[src/rtl/bus_xfer_arbiter_if.sv]
// Handshake and bus-control bundle between the requesters and the transfer arbiter.
// master = requester side, slave = arbiter side.
interface bus_xfer_arbiter_if #(
  parameter int NREQ = 4
);
  logic [NREQ-1:0]   req;
  logic [4*NREQ-1:0] req_src;
  logic [4*NREQ-1:0] req_dst;
  logic [NREQ-1:0]   gnt;
  logic [NREQ-1:0]   done;
  logic              err;
  logic [3:0]        mux_sel;
  logic [15:0]       ld_en;
  logic              mem_rd;
  logic              busy;

  modport master (
    output req, req_src, req_dst,
    input  gnt, done, err, mux_sel, ld_en, mem_rd, busy
  );

  modport slave (
    input  req, req_src, req_dst,
    output gnt, done, err, mux_sel, ld_en, mem_rd, busy
  );
endinterface

[src/rtl/bus_xfer_arbiter.sv]
// Round-robin sequencer for the shared 8-bit processor bus: grants one register
// transfer at a time, drives Bus_mux select, inserts MEM read wait states, strobes the load.
module bus_xfer_arbiter #(
  parameter int NREQ    = 4,
  parameter int MEM_LAT = 2
) (
  input  logic              Clk,
  input  logic              Rst,
  bus_xfer_arbiter_if.slave bus
);
  localparam int PW = (NREQ > 1) ? $clog2(NREQ) : 1;

  typedef enum logic [1:0] {IDLE, SEL, WAIT, LOAD} state_e;

  state_e            state_q, state_d;
  logic [PW-1:0]     ptr_q, ptr_d;
  logic [PW-1:0]     win_q, win_d;
  logic [3:0]        src_q, src_d;
  logic [3:0]        dst_q, dst_d;
  logic [3:0]        cnt_q, cnt_d;
  logic [3:0]        mux_sel_q, mux_sel_d;
  logic              illegal_q, illegal_d;
  logic [NREQ-1:0]   gnt_q, gnt_d;
  logic [NREQ-1:0]   done_q, done_d;
  logic              err_q, err_d;
  logic              mem_rd_q, mem_rd_d;
  logic [15:0]       ld_en_q, ld_en_d;

  logic              found;
  logic [PW-1:0]     pick;
  logic [3:0]        pick_src, pick_dst;

  // First requester at or after ptr, wrapping at NREQ-1.
  always_comb begin
    found = 1'b0;
    pick  = ptr_q;
    for (int i = 0; i < NREQ; i++) begin
      if (!found && bus.req[(int'(ptr_q) + i) % NREQ]) begin
        found = 1'b1;
        pick  = PW'((int'(ptr_q) + i) % NREQ);
      end
    end
    pick_src = bus.req_src[4*int'(pick) +: 4];
    pick_dst = bus.req_dst[4*int'(pick) +: 4];
  end

  always_comb begin
    state_d   = state_q;
    ptr_d     = ptr_q;
    win_d     = win_q;
    src_d     = src_q;
    dst_d     = dst_q;
    cnt_d     = cnt_q;
    mux_sel_d = mux_sel_q;
    illegal_d = illegal_q;
    gnt_d     = gnt_q;
    done_d    = '0;
    err_d     = 1'b0;
    mem_rd_d  = 1'b0;
    ld_en_d   = '0;

    case (state_q)
      IDLE: begin
        if (found) begin
          win_d     = pick;
          src_d     = pick_src;
          dst_d     = pick_dst;
          mux_sel_d = pick_src;
          illegal_d = (pick_src == 4'hF) || (pick_dst == 4'hF) || (pick_src == pick_dst);
          gnt_d     = NREQ'(1) << pick;
          // Outputs are registered, so the SEL-cycle read strobe is set on entry.
          mem_rd_d  = (pick_src == 4'h0) && !illegal_d;
          state_d   = SEL;
        end
      end
      SEL: begin
        if (!illegal_q && (src_q == 4'h0) && (MEM_LAT != 0)) begin
          cnt_d   = 4'(MEM_LAT);
          state_d = WAIT;
        end else begin
          state_d = LOAD;
        end
      end
      WAIT: begin
        cnt_d = cnt_q - 4'd1;
        if (cnt_q == 4'd1) state_d = LOAD;
      end
      LOAD: begin
        gnt_d   = '0;
        ptr_d   = (win_q == PW'(NREQ - 1)) ? '0 : win_q + 1'b1;
        state_d = IDLE;
      end
      default: state_d = IDLE;
    endcase

    // Completion strobes are launched on the edge that enters LOAD.
    if ((state_d == LOAD) && (state_q != LOAD)) begin
      done_d  = gnt_q;
      err_d   = illegal_q;
      ld_en_d = illegal_q ? 16'h0 : (16'(1) << dst_q);
    end
  end

  always_ff @(posedge Clk or posedge Rst) begin
    if (Rst) begin
      state_q   <= IDLE;
      ptr_q     <= '0;
      win_q     <= '0;
      src_q     <= 4'h0;
      dst_q     <= 4'h0;
      cnt_q     <= 4'h0;
      mux_sel_q <= 4'h0;
      illegal_q <= 1'b0;
      gnt_q     <= '0;
      done_q    <= '0;
      err_q     <= 1'b0;
      mem_rd_q  <= 1'b0;
      ld_en_q   <= 16'h0;
    end else begin
      state_q   <= state_d;
      ptr_q     <= ptr_d;
      win_q     <= win_d;
      src_q     <= src_d;
      dst_q     <= dst_d;
      cnt_q     <= cnt_d;
      mux_sel_q <= mux_sel_d;
      illegal_q <= illegal_d;
      gnt_q     <= gnt_d;
      done_q    <= done_d;
      err_q     <= err_d;
      mem_rd_q  <= mem_rd_d;
      ld_en_q   <= ld_en_d;
    end
  end

  assign bus.gnt     = gnt_q;
  assign bus.done    = done_q;
  assign bus.err     = err_q;
  assign bus.mux_sel = mux_sel_q;
  assign bus.ld_en   = ld_en_q;
  assign bus.mem_rd  = mem_rd_q;
  assign bus.busy    = (state_q != IDLE);
endmodule

[src/flat_wrapper.sv]
// flat-port wrapper written by rule: the top's interface ports become plain ports
module bus_xfer_arbiter_flat 
#(
  parameter int NREQ    = 4,
  parameter int MEM_LAT = 2
)
  (Clk, Rst, bus_req, bus_req_src, bus_req_dst, bus_gnt, bus_done, bus_err, bus_mux_sel, bus_ld_en, bus_mem_rd, bus_busy);
  bus_xfer_arbiter_if #(.NREQ(NREQ)) bus_i ();
  input  logic Clk;
  input  logic Rst;
  input wire logic [$bits(bus_i.req)-1:0] bus_req;
  input wire logic [$bits(bus_i.req_src)-1:0] bus_req_src;
  input wire logic [$bits(bus_i.req_dst)-1:0] bus_req_dst;
  output wire logic [$bits(bus_i.gnt)-1:0] bus_gnt;
  output wire logic [$bits(bus_i.done)-1:0] bus_done;
  output wire logic [$bits(bus_i.err)-1:0] bus_err;
  output wire logic [$bits(bus_i.mux_sel)-1:0] bus_mux_sel;
  output wire logic [$bits(bus_i.ld_en)-1:0] bus_ld_en;
  output wire logic [$bits(bus_i.mem_rd)-1:0] bus_mem_rd;
  output wire logic [$bits(bus_i.busy)-1:0] bus_busy;
  assign bus_i.req = bus_req;
  assign bus_i.req_src = bus_req_src;
  assign bus_i.req_dst = bus_req_dst;
  assign bus_gnt = bus_i.gnt;
  assign bus_done = bus_i.done;
  assign bus_err = bus_i.err;
  assign bus_mux_sel = bus_i.mux_sel;
  assign bus_ld_en = bus_i.ld_en;
  assign bus_mem_rd = bus_i.mem_rd;
  assign bus_busy = bus_i.busy;
  bus_xfer_arbiter #(.NREQ(NREQ), .MEM_LAT(MEM_LAT)) u_core (.Clk(Clk), .Rst(Rst), .bus(bus_i));
endmodule
[config.mk]
export PLATFORM = sky130hd
export DESIGN_NAME = bus_xfer_arbiter_flat
export DESIGN_NICKNAME = d
export VERILOG_FILES = /design/src/rtl/bus_xfer_arbiter_if.sv /design/src/rtl/bus_xfer_arbiter.sv /design/src/flat_wrapper.sv
export SDC_FILE = /design/constraint.sdc
export NUM_CORES = 1
export LEC_CHECK = 0
export ABC_AREA = 1
export CAP_MARGIN = 10
export CORE_MARGIN = 2
export CORE_UTILIZATION = 25
export CTS_CLUSTER_DIAMETER = 120
export DETAILED_ROUTE_END_ITERATION = 10
export HOLD_SLACK_MARGIN = 0.03
export PLACE_DENSITY = 0.5
export SLEW_MARGIN = 10
export SYNTH_ARGS = -nofsm -noshare
export SYNTH_HDL_FRONTEND = slang
export SYNTH_SLANG_ARGS = --single-unit
[constraint.sdc]
create_clock -name Clk -period 2.15 [get_ports Clk]
set_input_delay 0.43 -clock Clk [delete_from_list [all_inputs] [get_ports Clk]]
set_output_delay 0.43 -clock Clk [all_outputs]
set_load 0.02 [all_outputs]
==> impl_metrics.ini <==
[detailed_routing]
drc = 0
dr_total_vias = 2513
viasPerCell = 4.17
dr.pass1.iters = 7
postRouteAntennaNets = 0
initialDrtViolationCount = 65
routedWlPerCell_um = 10.6
drt_wl_total_mm = 6.41

[floorplan]
initial_utilization = 0.258
fp.dieH_um = 107
row_count = 37
io_pins = 69
fp.dieW_um = 107
die_area_sq_mm = 0.0115
core_region_area_sq_mm = 0.0103

[critical_path]
path_max_fanout = 10
r2r_start = u_core.ptr_q[0]
path_buf_inv = 3
max_stage_delay_ns = 0.44
cp.arrival_ns = 2.46
critPathTopFamily = simple AND/OR/NAND/NOR gates
end_kind = register
crit_required_ns = 2.37
path_class = reg -> reg
critPathMostFrequentCell = nand2_2
crit_path_start = u_core.ptr_q[0]
critPathSlowestCell = dfrtp_2
start_kind = register
cp_cell_sequence = buf_6 -> nand2_2 -> nand3_1 -> nand2_2 -> nand4_4 -> nand2_4 -> nand2_8 -> buf_8 -> nand2_2 -> nand2_1 -> nand2_2 -> nand2_2 -> buf_4 -> nor2_1 -> nand3_1 -> nor2_1

[sta]
rsz0062_at_grt = true
worst_pin_slew_ns = 0.428
hold_viol = 0
timing.final.ws_setup_ns = -0.0931
clock.fmax_mhz = 446
whs_ns = 0.491
drv_slew = 0
skew_ns = 0.00554
period_share = 1.04
fin_crit_ns = 2.24
max-slew-margin-rel = 0.713
finalSetupViolCount = 2

[placement]
io_buffers = 68
hpwl_mm = 4.85
gp_congestion = 0.770
dpl.cell_count = 583
placed_area_sq_mm = 0.00367

[clock_tree]
cts_buffer_depth = 2
cts.hold.buffers_added = 0
insertion_delay_ns = 0.29
cts-root-buf = clkbuf_8
htreeDepth = 2
cts.sinks = 45
cts_tree = built
cts.clk_slew.worst_paths_ns = 0.08
cts_buffers = 5

[yosys]
yosysTopAreaCell = dfrtp_1
seq_area_frac_synth = 0.423
syn-num-nets = 405
synth_top_cell_area_share = 0.423
synthCells = 360
synthTopCellsByArea = dfrtp_1, nand2_1, inv_1
synth.distinct_cells = 28
syn_area_sq_mm = 0.00267
ys_warn_count = 0
synth_area_per_cell_sq_um = 7.40
synth-seq-cells = 45

[global_route]
track_usage = 0.114
grt-ovfl-total = 0
grt_antenna_before_repair = 0
grt_pass1_wl_mm = 11.0
grt_pass1_vias = 2458
grt_max_degree = 46

[run_status]
violations = setup timing
outcome = finished with violations

[final_layout]
design_area_sq_mm = 0.00409
diodes = 0
area_delta_synth_final_pct = 53.5
instances_no_fill = 603
layout_common_cells = nand2_1, clkdlybuf4s50_1, dfrtp_1
layout_commonest_cell = nand2_1
drive_gt1_frac = 0.233
final_nets = 512

[pwr]
p_leak_uw = 0.00205
p_comb_frac = 0.734
swShare = 0.471
intPower_uw = 3770
pwr-share-clk = 0.085
seqPwrFrac = 0.182
power.density_mw_per_mm2 = 1740
vdd_ir_drop_max_mv = 0.576
p_switching_uw = 3360

[worst_hold_path]
worst_hold_path_type = in -> async

[flow_run]
maxCapViolCount = 0
## cell type report
type	count	area, sq um
inverter	46	178
clock buffer	5	68.8
fill	1047	6230
sequential	45	1130
clock inverter	2	35.0
tap	136	170
timing repair buffer	108	1060
multi-input combinational	261	1450
## logic make-up (layout without fill, tap and decap cells)
logic type      after synthesis  after routing  share of synthesized area
simple gates                228            228                      0.392
flops                        45             45                      0.423
buf+inv                      54            161                     0.0915
fa+ha+maj                     7              7                     0.0329
xor+xnor                      2              2                    0.00657
compound gates               24             24                     0.0545
## flip-flops by register name, indices dropped and copies added, names as in the netlist
name / flops
u_core.bus.err: 1
u_core.src_q: 4
u_core.bus.mem_rd: 1
u_core.dst_q: 4
u_core.bus.done: 4
u_core.state_q: 2
u_core.bus.gnt: 4
u_core.illegal_q: 1
u_core.bus.ld_en: 16
u_core.ptr_q: 2
u_core.win_q: 2
u_core.cnt_q: 4
## per-stage QoR
stage | power, uW | TNS [ns] | worst slack (ns) | util
after floorplan | 4200 | 0 | 0.101 | -
after global placement | 5610 | -8.93 | -0.457 | 0.356
after detailed placement | 5640 | -9.34 | -0.493 | 0.356
after CTS | 6290 | -0.222 | -0.114 | 0.367
after global routing | 7920 | -1.29 | -0.305 | 0.396
final | 7130 | -0.174 | -0.0931 | 0.396
## worst register-to-register path: cells and delay by family (launching register included)
family | cells | cell delay (ns)
AND/OR/NAND/NOR | 13 | 1.28
flip-flops | 1 | 0.44
buffers and inverters | 3 | 0.44
## cells in the mapped netlist, drive strengths merged
library cell	instances
clkbuf	1
nand3b	10
nand2	146
buf	7
nor2	36
o21ai	14
a21oi	2
dfrtp	45
o31ai	3
ha	7
nand3	31
inv	46
a22oi	1
o32ai	4
nand4	3
nor3	2
xnor2	2
## path summary, 6_finish.rpt
kind                                endpoint  slack (ns)  cells after the start
hold reg to reg              u_core.win_q[1]        0.51                      2
hold / removal             u_core.state_q[0]        0.49                      3
max in group asynchronous    u_core.ptr_q[1]        1.45                      3
min in group Clk             u_core.win_q[1]        0.51                      2
setup / recovery           u_core.bus.mem_rd       -0.09                     16
setup reg to reg           u_core.bus.mem_rd       -0.09                     16
## metal layers
| layer | up-vias | part of all wire | global-route usage |
|---|---|---|---|
| met3 | 4 | 0.056 | 0.0236 |
| met4 | 0 | 0.0092 | 0.0250 |
| met2 | 62 | 0.45 | 0.185 |
| li1 | 1330 | - | - |
| met5 | - | 0 | 0 |
| met1 | 1117 | 0.49 | 0.157 |
## power by group through the flow
stage	clock, uW	sequential (uW)	combinational, uW
2_1_floorplan	0	1360	2840
3_3_place_gp	0	1300	4320
3_5_place_dp	0	1300	4340
4_1_cts	621	1280	4380
5_1_grt	656	1330	5930
6_report	603	1300	5230
## what timing repair did
item | 4_1_cts | 5_1_grt
buffers inserted | 0 | 12
gates resized for setup | 6 | 51
setup endpoints to repair | 15 | 37
pin swaps | 0 | 15
cloned | 0 | 1
(Power assumes the default switching activity.)
